### config.mk
export PLATFORM = sky130hd
export DESIGN_NAME = dds_freq_meter_flat
export DESIGN_NICKNAME = d
export VERILOG_FILES = /design/src/rtl/dds_pkg.sv /design/src/rtl/dds_freq_meter_if.sv /design/src/rtl/dds_div_seq.sv /design/src/rtl/dds_freq_meter.sv /design/src/flat_wrapper.sv
export SDC_FILE = /design/constraint.sdc
export NUM_CORES = 1
export LEC_CHECK = 0
export BUFFER_PORTS_ARGS = -buffer_cell sky130_fd_sc_hd__buf_2
export CORE_MARGIN = 3
export CORE_UTILIZATION = 55
export CTS_CLUSTER_DIAMETER = 80
export DETAILED_ROUTE_END_ITERATION = 12
export PLACE_DENSITY_LB_ADDON = 0.3
export SYNTH_ARGS = -nofsm -noshare
export SYNTH_HDL_FRONTEND = slang
export SYNTH_SLANG_ARGS = --single-unit
export TNS_END_PERCENT = 20
### constraint.sdc
create_clock -name clk -period 3.1 [get_ports clk]
set_clock_uncertainty 0.2 [all_clocks]
set_input_delay 0.465 -clock clk [delete_from_list [all_inputs] [get_ports clk]]
set_output_delay 0.465 -clock clk [all_outputs]
set_load 0.1 [all_outputs]
### src/rtl/dds_pkg.sv
// Shared types and constants for the DDS frequency meter and its divider.
package dds_pkg;

  localparam int DDS_K_W   = 32;
  localparam int DDS_CNT_W = 24;

  // 2^K_W, the dividend that turns a period into a tuning word
  localparam logic [DDS_K_W:0] DDS_FULL_SCALE = {1'b1, {DDS_K_W{1'b0}}};

  typedef enum logic [1:0] {
    IDLE,
    MEASURE,
    DIVIDE
  } fm_state_t;

endpackage

### src/rtl/dds_freq_meter_if.sv
// Signal bundle between the frequency meter and its user: enable and input wave in, tuning word out.
interface dds_freq_meter_if
  import dds_pkg::*;
#(
  parameter int K_W = DDS_K_W
);

  logic           en;
  logic           sig_in;
  logic [K_W-1:0] K_out;
  logic           K_valid;
  logic           busy;
  logic           timeout;

  modport master (
    output en,
    output sig_in,
    input  K_out,
    input  K_valid,
    input  busy,
    input  timeout
  );

  modport slave (
    input  en,
    input  sig_in,
    output K_out,
    output K_valid,
    output busy,
    output timeout
  );

endinterface

### src/rtl/dds_div_seq.sv
// Sequential restoring divider: one quotient bit per cycle, ITER cycles from start to done.
// The dividend bits above ITER must be smaller than the divisor so the quotient fits in ITER bits.
module dds_div_seq #(
  parameter int DVD_W = 33,
  parameter int DVS_W = 24,
  parameter int ITER  = 32
) (
  input  logic             clk,
  input  logic             rst_n,
  input  logic             start,
  input  logic [DVD_W-1:0] dividend,
  input  logic [DVS_W-1:0] divisor,
  output logic [ITER-1:0]  quotient,
  output logic             done
);

  localparam int CW = $clog2(ITER + 1);

  logic [DVS_W-1:0] rem_q, rem_d;
  logic [ITER-1:0]  shf_q, shf_d;
  logic [DVS_W-1:0] dvs_q, dvs_d;
  logic [CW-1:0]    left_q, left_d;
  logic             run_q, run_d;
  logic             done_q, done_d;

  // Shift in the next dividend bit, subtract when it fits; the quotient bit
  // replaces the consumed dividend bit at the bottom of the shift register.
  function automatic logic [DVS_W+ITER-1:0] div_step(
    input logic [DVS_W-1:0] rem,
    input logic [ITER-1:0]  shf,
    input logic [DVS_W-1:0] dvs
  );
    logic [DVS_W:0] trial;
    logic [DVS_W:0] diff;
    trial = {rem, shf[ITER-1]};
    diff  = trial - {1'b0, dvs};
    if (trial >= {1'b0, dvs})
      return {diff[DVS_W-1:0], shf[ITER-2:0], 1'b1};
    else
      return {trial[DVS_W-1:0], shf[ITER-2:0], 1'b0};
  endfunction

  // The first iteration runs on the start edge itself.
  always_comb begin
    rem_d  = rem_q;
    shf_d  = shf_q;
    dvs_d  = dvs_q;
    left_d = left_q;
    run_d  = run_q;
    done_d = 1'b0;
    if (start) begin
      {rem_d, shf_d} = div_step(DVS_W'(dividend >> ITER), dividend[ITER-1:0], divisor);
      dvs_d  = divisor;
      left_d = CW'(ITER - 1);
      run_d  = 1'b1;
    end else if (run_q) begin
      {rem_d, shf_d} = div_step(rem_q, shf_q, dvs_q);
      left_d = left_q - CW'(1);
      if (left_q == CW'(1)) begin
        run_d  = 1'b0;
        done_d = 1'b1;
      end
    end
  end

  always_ff @(posedge clk or negedge rst_n) begin
    if (!rst_n) begin
      rem_q  <= '0;
      shf_q  <= '0;
      dvs_q  <= '0;
      left_q <= '0;
      run_q  <= 1'b0;
      done_q <= 1'b0;
    end else begin
      rem_q  <= rem_d;
      shf_q  <= shf_d;
      dvs_q  <= dvs_d;
      left_q <= left_d;
      run_q  <= run_d;
      done_q <= done_d;
    end
  end

  assign quotient = shf_q;
  assign done     = done_q;

endmodule

### src/rtl/dds_freq_meter.sv
// Measures the period of sig_in in clk cycles and produces the DDS tuning word K = 2^K_W / period.
// Define DDS_FM_AVG_EN to average over four consecutive periods (dividing 2^(K_W+2) by their sum).
module dds_freq_meter
  import dds_pkg::*;
#(
  parameter int          K_W        = DDS_K_W,
  parameter int          CNT_W      = DDS_CNT_W,
  parameter int unsigned MAX_PERIOD = 32'h00FF_FFFF
) (
  input  logic            clk,
  input  logic            rst_n,
  dds_freq_meter_if.slave bus
);

`ifdef DDS_FM_AVG_EN
  localparam int EXT = 2;
`else
  localparam int EXT = 0;
`endif
  localparam int DVS_W = CNT_W + EXT;
  localparam int ITER  = K_W + EXT;
  localparam int DVD_W = ITER + 1;
  localparam logic [DVD_W-1:0] FULL    = {1'b1, {ITER{1'b0}}};
  localparam logic [CNT_W-1:0] MAX_CNT = CNT_W'(MAX_PERIOD);

  logic             s1_q, s2_q, s3_q;
  logic             rise;
  fm_state_t        state_q;
  logic [CNT_W-1:0] cnt_q;
  logic [K_W-1:0]   k_out_q;
  logic             k_valid_q;
  logic             timeout_q;
  logic             last_per;
  logic [DVS_W-1:0] div_dvs;
  logic             div_start;
  logic [ITER-1:0]  div_quo;
  logic             div_done;

  // sig_in is asynchronous: two flops to resolve metastability, a third for the edge
  always_ff @(posedge clk or negedge rst_n) begin
    if (!rst_n) begin
      s1_q <= 1'b0;
      s2_q <= 1'b0;
      s3_q <= 1'b0;
    end else begin
      s1_q <= bus.sig_in;
      s2_q <= s1_q;
      s3_q <= s2_q;
    end
  end

  assign rise = s2_q & ~s3_q;

`ifdef DDS_FM_AVG_EN
  logic [DVS_W-1:0] sum_q;
  logic [DVS_W-1:0] sum_next;
  logic [1:0]       nper_q;

  assign sum_next = sum_q + DVS_W'(cnt_q);
  assign last_per = (nper_q == 2'd3);
  assign div_dvs  = sum_next;
`else
  assign last_per = 1'b1;
  assign div_dvs  = cnt_q;
`endif

  assign div_start = (state_q == MEASURE) && bus.en && rise && last_per;

  dds_div_seq #(
    .DVD_W (DVD_W),
    .DVS_W (DVS_W),
    .ITER  (ITER)
  ) u_div (
    .clk      (clk),
    .rst_n    (rst_n),
    .start    (div_start),
    .dividend (FULL),
    .divisor  (div_dvs),
    .quotient (div_quo),
    .done     (div_done)
  );

  always_ff @(posedge clk or negedge rst_n) begin
    if (!rst_n) begin
      state_q   <= IDLE;
      cnt_q     <= '0;
      k_out_q   <= '0;
      k_valid_q <= 1'b0;
      timeout_q <= 1'b0;
`ifdef DDS_FM_AVG_EN
      sum_q     <= '0;
      nper_q    <= '0;
`endif
    end else begin
      k_valid_q <= 1'b0;
      if (!bus.en) begin
        state_q <= IDLE;
      end else begin
        unique case (state_q)
          IDLE: begin
            if (rise) begin
              state_q <= MEASURE;
              cnt_q   <= CNT_W'(1);
`ifdef DDS_FM_AVG_EN
              sum_q   <= '0;
              nper_q  <= '0;
`endif
            end
          end
          MEASURE: begin
            // A rise coinciding with the limit still closes a valid period.
            if (rise) begin
              cnt_q <= CNT_W'(1);
`ifdef DDS_FM_AVG_EN
              sum_q  <= sum_next;
              nper_q <= nper_q + 2'd1;
`endif
              if (last_per) state_q <= DIVIDE;
            end else if (cnt_q == MAX_CNT) begin
              k_out_q   <= '0;
              timeout_q <= 1'b1;
              k_valid_q <= 1'b1;
              state_q   <= IDLE;
            end else begin
              cnt_q <= cnt_q + CNT_W'(1);
            end
          end
          DIVIDE: begin
            if (div_done) begin
              k_out_q   <= div_quo[K_W-1:0];
              k_valid_q <= 1'b1;
              timeout_q <= 1'b0;
              state_q   <= IDLE;
            end
          end
          default: state_q <= IDLE;
        endcase
      end
    end
  end

  assign bus.K_out   = k_out_q;
  assign bus.K_valid = k_valid_q;
  assign bus.timeout = timeout_q;
  assign bus.busy    = (state_q != IDLE);

endmodule
### src/flat_wrapper.sv
// flat-port wrapper written by rule: the top's interface ports become plain ports
module dds_freq_meter_flat import dds_pkg::*;
#(
  parameter int          K_W        = DDS_K_W,
  parameter int          CNT_W      = DDS_CNT_W,
  parameter int unsigned MAX_PERIOD = 32'h00FF_FFFF
)
  (clk, rst_n, bus_en, bus_sig_in, bus_K_out, bus_K_valid, bus_busy, bus_timeout);
  dds_freq_meter_if #(.K_W(K_W)) bus_i ();
  input  logic clk;
  input  logic rst_n;
  input wire logic [$bits(bus_i.en)-1:0] bus_en;
  input wire logic [$bits(bus_i.sig_in)-1:0] bus_sig_in;
  output wire logic [$bits(bus_i.K_out)-1:0] bus_K_out;
  output wire logic [$bits(bus_i.K_valid)-1:0] bus_K_valid;
  output wire logic [$bits(bus_i.busy)-1:0] bus_busy;
  output wire logic [$bits(bus_i.timeout)-1:0] bus_timeout;
  assign bus_i.en = bus_en;
  assign bus_i.sig_in = bus_sig_in;
  assign bus_K_out = bus_i.K_out;
  assign bus_K_valid = bus_i.K_valid;
  assign bus_busy = bus_i.busy;
  assign bus_timeout = bus_i.timeout;
  dds_freq_meter #(.K_W(K_W), .CNT_W(CNT_W), .MAX_PERIOD(MAX_PERIOD)) u_core (.clk(clk), .rst_n(rst_n), .bus(bus_i));
endmodule
==> results.json, run 1 <==
{
  "status": "complete, no violations",
  "port_buffers": 38,
  "worstPathRequired_ps": 3220,
  "cp_common_cell": "a21oi_1",
  "fill_cells": 1147,
  "hpwl_um": 11640,
  "io_pins": 39,
  "slew_headroom_pct": 58.48,
  "synth_cells": 858,
  "cts.htree.levels": 4,
  "synth_nets": 895,
  "cts_num_sinks": 151,
  "clkSlewWorstSetupHoldPaths_ps": 60,
  "synth_top_flop_cell": "dfrtp_1",
  "drc_errors": 0,
  "grt_use_total_pct": 22.50,
  "antenna_cells": 0,
  "final.period_utilization_pct": 96.51,
  "rsz0062_at_grt": "yes",
  "tightestPinTransition_ps": 622.8,
  "combPwrFrac_pct": 53.5,
  "gp_congestion": 0.8801,
  "dieArea_mm2": 0.01585,
  "syn2layout_area_growth_pct": 14.27,
  "ys_seq_area_share_pct": 47.79,
  "multi_input_area_mm2": 0.003886,
  "ant_nets": 0,
  "placed_area_mm2": 0.008332,
  "vias_per_cell": 5.741,
  "die_w_um": 125.9,
  "ys_top_cells_by_count": "dfrtp_1 (151), nand2_1 (133), nor2_1 (98)",
  "drt_iter0_drc": 542,
  "min_path_type": "in2reg",
  "finalNonFillerCells": 1093,
  "synth-edff-count": 0,
  "synthMostInstantiatedCell": "dfrtp_1",
  "syn_area_mm2": 0.007906,
  "synth_top_area_share_pct": 47.79,
  "worstPathCellList": "ha_1 -> a21oi_1 -> o21ai_0 -> a311oi_1 -> o21ai_4 -> buf_4 -> nand2_8 -> a21oi_1 -> a211oi_1",
  "drtPass1Iterations": 5,
  "regArea_mm2": 0.003780,
  "period_needed_ps": 2992,
  "setup_tns_ps": 0,
  "die_h_um": 125.9,
  "dp_cells": 1053,
  "avgSynthCellArea_um2": 9.215,
  "finish.instance_area_mm2": 0.009035,
  "fmax_mhz": 334.2,
  "slowest_delay_ps": 480,
  "wl_per_cell_um": 16.08,
  "pre_cts_ws_ps": 109.3,
  "nets": 937,
  "grt_max_degree": 67,
  "critPathMaxFanout": 20,
  "grt_antenna_before_repair": 0,
  "clockPowerShare_pct": 18.5,
  "grt_pass1_wl_um": 29360,
  "async_flop_share_pct": 100.0,
  "critPathArrivalTime_ps": 3110,
  "fin_ws_ps": 108.0,
  "initial_core_util_pct": 56.52,
  "cts_root_buf": "clkbuf_16",
  "yosys_warnings": 0,
  "pwr-share-seq_pct": 28.0,
  "core_area_mm2": 0.01399,
  "hold_viol_final": 0,
  "fp-row-count": 43,
  "yosysUniqueCellTypes": 59,
  "slew_violations": 0,
  "setup_violations": 0,
  "vias": 6275,
  "numCtsBuffers": 17,
  "crit_type": "reg2reg",
  "worstSetupStartpointType": "register",
  "p_leak_nw": 4.291,
  "switching_share_pct": 42.84,
  "yosysTopAreaCell": "dfrtp_1",
  "cp-end-kind": "register",
  "power_density_mw_per_mm2": 1207,
  "cts_tree": "yes",
  "peakVddDrop_v": 0.0005528,
  "clkLatencyLatePin_ps": 420,
  "ys_ff_latch": 151,
  "wirelength_um": 17570,
  "maxCapViolCount": 0,
  "cts_max_path_buffers": 2,
  "synth_top_cells_by_area": "dfrtp_1 (48%), nand2_1 (6.3%), o21ai_0 (5.3%)",
  "finalPower_mw": 10.91,
  "grt_pass1_vias": 5897,
  "drive_gt1_share_pct": 13.36,
  "cp_slowest_cell": "a311oi_1",
  "switchingPower_mw": 4.672,
  "p_int_mw": 6.234,
  "overflow": 0
}
final cells by class:
| type | instances | share of cell area (%) |
|---|---|---|
| clock buffer | 18 | 4.861 |
| timing repair buffer | 65 | 4.750 |
| tap | 180 | 2.493 |
| clock inverter | 14 | 1.509 |
| inverter | 37 | 1.537 |
| multi-input combinational | 628 | 43.01 |
| sequential | 151 | 41.84 |
per-layer routing:
| metal | vias to the layer above | GRT usage, % | wire, µm |
|---|---|---|---|
| li1 | 3040 | - | - |
| met1 | 3054 | 33.62 | 8496 |
| met2 | 150 | 33.49 | 7918 |
| met3 | 31 | 4.538 | 817 |
| met4 | 0 | 6.498 | 338 |
| met5 | - | 0 | 0 |
worst paths after layout:
path | startpoint | to | slack [ps] | cells after the start
max | u_core.u_div.rem_q[19] | u_core.u_div.rem_q[10] | 110 | 9
min | bus_en | u_core.bus.K_valid | 120 | 3
max reg2reg | u_core.u_div.rem_q[19] | u_core.u_div.rem_q[10] | 110 | 9
min reg2reg | u_core.s1_q | u_core.s2_q | 150 | 0
max in group asynchronous | rst_n | u_core.cnt_q[16] | 1610 | 3
min in group asynchronous | rst_n | u_core.bus.K_out[9] | 350 | 2
repair_timing:
action	CTS	global route
resized for setup	0	10
hold endpoints to repair	48	0
endpoints found under the setup margin	0	20
buffers inserted	0	4
hold buffers	2	0
stage by stage:
stage               hold slack, ps  utilization [%]
CTS                          102.7            63.82
global placement             134.0            59.56
floorplan                   -30.59                -
finish                       118.1            64.59
global route                 127.9            64.59
detailed placement           140.5            59.56
power by group through the flow:
stage	clock, mW	sequential [mW]	combinational [mW]
2_1_floorplan	0	2.98	4.42
3_3_place_gp	0	3.05	5.28
3_5_place_dp	0	3.07	5.37
4_1_cts	2.05	3.05	5.44
5_1_grt	2.16	3.14	6.46
6_report	2.02	3.06	5.83
cells by family (layout without fill, tap and decap cells):
family                   after synthesis  count (layout)  synth area share (%)
buffers and inverters                 81             134                 4.194
multiplexers                          39              39                 4.937
flip-flops                           151             151                 47.79
adder cells (fa/ha/maj)               33              33                 5.317
XOR/XNOR                              41              41                 4.542
AND/OR/NAND/NOR                      321             323                 18.23
AO/OA/AOI/OAI                        192             192                 14.99
worst max-delay path, delay by kind of cell (launching register included):
| family | cells | cell delay [ps] |
|---|---|---|
| DFF | 1 | 430 |
| buffers and inverters | 1 | 200 |
| and+or+nand+nor | 1 | 160 |
| AOI/OAI and AO/OA | 6 | 1480 |
| adders and majority gates | 1 | 420 |
flip-flops by register name (all words and copies together), names as in the netlist, 2 cells and up:
| register | flops |
|---|---|
| u_core.cnt_q | 24 |
| u_core.state_q | 2 |
| u_core.bus.K_out | 32 |
| u_core.u_div.rem_q | 24 |
| u_core.u_div.quotient | 32 |
| u_core.u_div.dvs_q | 24 |
| u_core.u_div.left_q | 6 |
cells in the final DEF (no fill, tap or decap), drive strengths merged, types with 3 or more instances in the layout:
cell type / n
o211ai: 4
nand3: 17
xnor2: 12
inv: 43
o21a: 4
mux2i: 39
o31ai: 4
nand2: 137
clkinvlp: 4
ha: 32
o21ai: 86
or3: 4
and3: 7
buf: 63
nor3: 7
a211oi: 22
a21oi: 43
nor2b: 7
nand2b: 9
nand4: 14
dfrtp: 151
and4: 3
nor2: 99
clkinv: 3
nor4: 8
and2: 6
xor2: 29
clkbuf: 18
a21o: 9
(Power assumes the default switching activity.)
==> run 2: changes to the inputs <==
--- a/config.mk
+++ b/config.mk
@@ -9,8 +9,10 @@
 export CORE_MARGIN = 3
 export CORE_UTILIZATION = 55
 export CTS_CLUSTER_DIAMETER = 80
+export CTS_CLUSTER_SIZE = 25
 export DETAILED_ROUTE_END_ITERATION = 12
 export PLACE_DENSITY_LB_ADDON = 0.3
+export REMOVE_ABC_BUFFERS = 1
 export SYNTH_ARGS = -nofsm -noshare
 export SYNTH_HDL_FRONTEND = slang
 export SYNTH_SLANG_ARGS = --single-unit
==> run 2 against run 1 <==
Power shrank 0.52%; sequential share of layout area increased by 0.12 points; non-clock buffer count down 2; die area did not move; clock power hardly changed; critical path type unchanged; largest cell class unchanged; highest routed layer unchanged.
==> results.json, run 2 (synthesis results as in run 1) <==
{
  "clkLatencyLatePin_ps": 420,
  "grt_antenna_before_repair": 0,
  "gp_congestion": 0.9509,
  "fp-row-count": 43,
  "hold_depth": 3,
  "p_leak_nw": 4.277,
  "rsz0062_at_grt": "yes",
  "wl_per_cell_um": 15.58,
  "initial_core_util_pct": 56.52,
  "vias_per_cell": 5.590,
  "worstPathCellList": "inv_1 -> ha_1 -> fa_1 -> nor2b_2 -> o31a_1 -> o31ai_1 -> o31ai_1 -> buf_4 -> o41ai_1 -> buf_4 -> o21ba_2 -> xnor2_1 -> mux2i_1 -> a211oi_1",
  "grt_pass1_wl_um": 28570,
  "grt_use_total_pct": 22.14,
  "cts_tree": "yes",
  "slew_headroom_pct": 54.80,
  "r2r_cells": 14,
  "wirelength_um": 16960,
  "fill_cells": 1178,
  "cts_num_sinks": 151,
  "peakVddDrop_v": 0.0009756,
  "r2r-end": "u_core.u_div.rem_q[18]",
  "finalNonFillerCells": 1089,
  "io_pins": 39,
  "whs_ps": 118.0,
  "placed_area_mm2": 0.008372,
  "worstSetupStartpointType": "register",
  "port_buffers": 38,
  "final_cell_mix": "dfrtp_1 (150), nand2_1 (133), nor2_1 (97), o21ai_0 (82), a21oi_1 (41)",
  "power_density_mw_per_mm2": 1204,
  "dp_cells": 1055,
  "vias": 6087,
  "hold_viol_final": 0,
  "cp_slowest_cell": "fa_1",
  "drt_iter0_drc": 387,
  "crit_end": "u_core.u_div.rem_q[18]",
  "maxCapViolCount": 0,
  "fmax_mhz": 334.9,
  "nets": 933,
  "grt_max_degree": 67,
  "drc_errors": 0,
  "finish.instance_area_mm2": 0.009010,
  "overflow": 0,
  "critPathMaxFanout": 3,
  "grt_pass1_vias": 5693,
  "antenna_cells": 0,
  "cts_root_buf": "clkbuf_16",
  "period_needed_ps": 2986,
  "slew_violations": 0,
  "final.period_utilization_pct": 96.32,
  "rrSetupSlack_ps": 110,
  "setup_violations": 0,
  "ant_nets": 0,
  "finalPower_mw": 10.85,
  "syn2layout_area_growth_pct": 13.96,
  "min_path_type": "in2reg",
  "die_w_um": 125.9,
  "final_common_cell": "dfrtp_1",
  "worstPathRequired_ps": 3220,
  "core_area_mm2": 0.01399,
  "cp-end-kind": "register",
  "cp-startpoint": "u_core.u_div.quotient[31]",
  "hold_start": "bus_en",
  "slowest_delay_ps": 400,
  "status": "complete, no violations",
  "critPathArrivalTime_ps": 3110,
  "hpwl_um": 11600,
  "dieArea_mm2": 0.01585,
  "rr_startpoint": "u_core.u_div.quotient[31]",
  "cts_max_path_buffers": 2,
  "clkSlewWorstSetupHoldPaths_ps": 70,
  "drtPass1Iterations": 5,
  "drive_gt1_share_pct": 12.98,
  "crit_type": "reg2reg",
  "setup_tns_ps": 0,
  "tightestPinTransition_ps": 678.0,
  "die_h_um": 125.9,
  "numCtsBuffers": 17,
  "cts.htree.levels": 4
}
==> run 2: final cells by class <==
class	count	area [µm²]	share of cell area (%)
clock inverters	15	161.4	1.791
repair buffers	63	439.2	4.874
well taps	180	225.2	2.500
inverters	37	138.9	1.541
clock buffers	17	425.4	4.722
flip-flops and latches	151	3780	41.95
multi-input cells	626	3840	42.62
==> run 2: metal layers <==
metal | up-vias | wire length, µm | share of wire (%) | global-route usage (%)
met1 | 2879 | 8102 | 48 | 31.84
met2 | 149 | 7820 | 46 | 34.49
met5 | - | 0 | 0 | 0
li1 | 3029 | - | - | -
met3 | 30 | 695 | 4.1 | 3.817
met4 | 0 | 346 | 2.0 | 7.129
==> run 2: repair_timing <==
item | CTS | global route
hold endpoints to repair | 54 | 0
hold buffers | 2 | 0
endpoints found under the setup margin | 0 | 7
setup buffers | 0 | 0
resized for setup | 0 | 9
==> run 2: per-stage QoR <==
step | util, % | setup slack (ps)
floorplan | - | -1745
global placement | 59.85 | 188.6
detailed placement | 59.85 | 75.23
CTS | 64.19 | 0.7876
global route | 64.41 | -37.77
finish | 64.41 | 114.2
==> run 2: worst min-delay path by stage <==
stage                          end  slack (ps)
2_1_floorplan  u_core.bus.K_out[0]         -30
3_3_place_gp           u_core.s2_q         130
3_5_place_dp           u_core.s2_q         140
4_1_cts         u_core.bus.K_valid         110
5_1_grt         u_core.bus.K_valid         120
6_report        u_core.bus.K_valid         120
==> run 2: power by group <==
group          leakage (nW)  switching (mW)  internal, mW
Sequential             1.94           0.450          2.61
Combinational          2.06            3.21          2.55
Clock                 0.283           0.892          1.14
==> run 2: critical path, delay by kind of cell, from the launching register on <==
| family | cells | cell delay, ps |
|---|---|---|
| adder cells (fa/ha/maj) | 2 | 610 |
| buffers and inverters | 3 | 370 |
| AO/OA/AOI/OAI | 6 | 960 |
| XOR/XNOR | 1 | 120 |
| flip-flops | 1 | 360 |
| multiplexers | 1 | 80 |
| AND/OR/NAND/NOR | 1 | 170 |
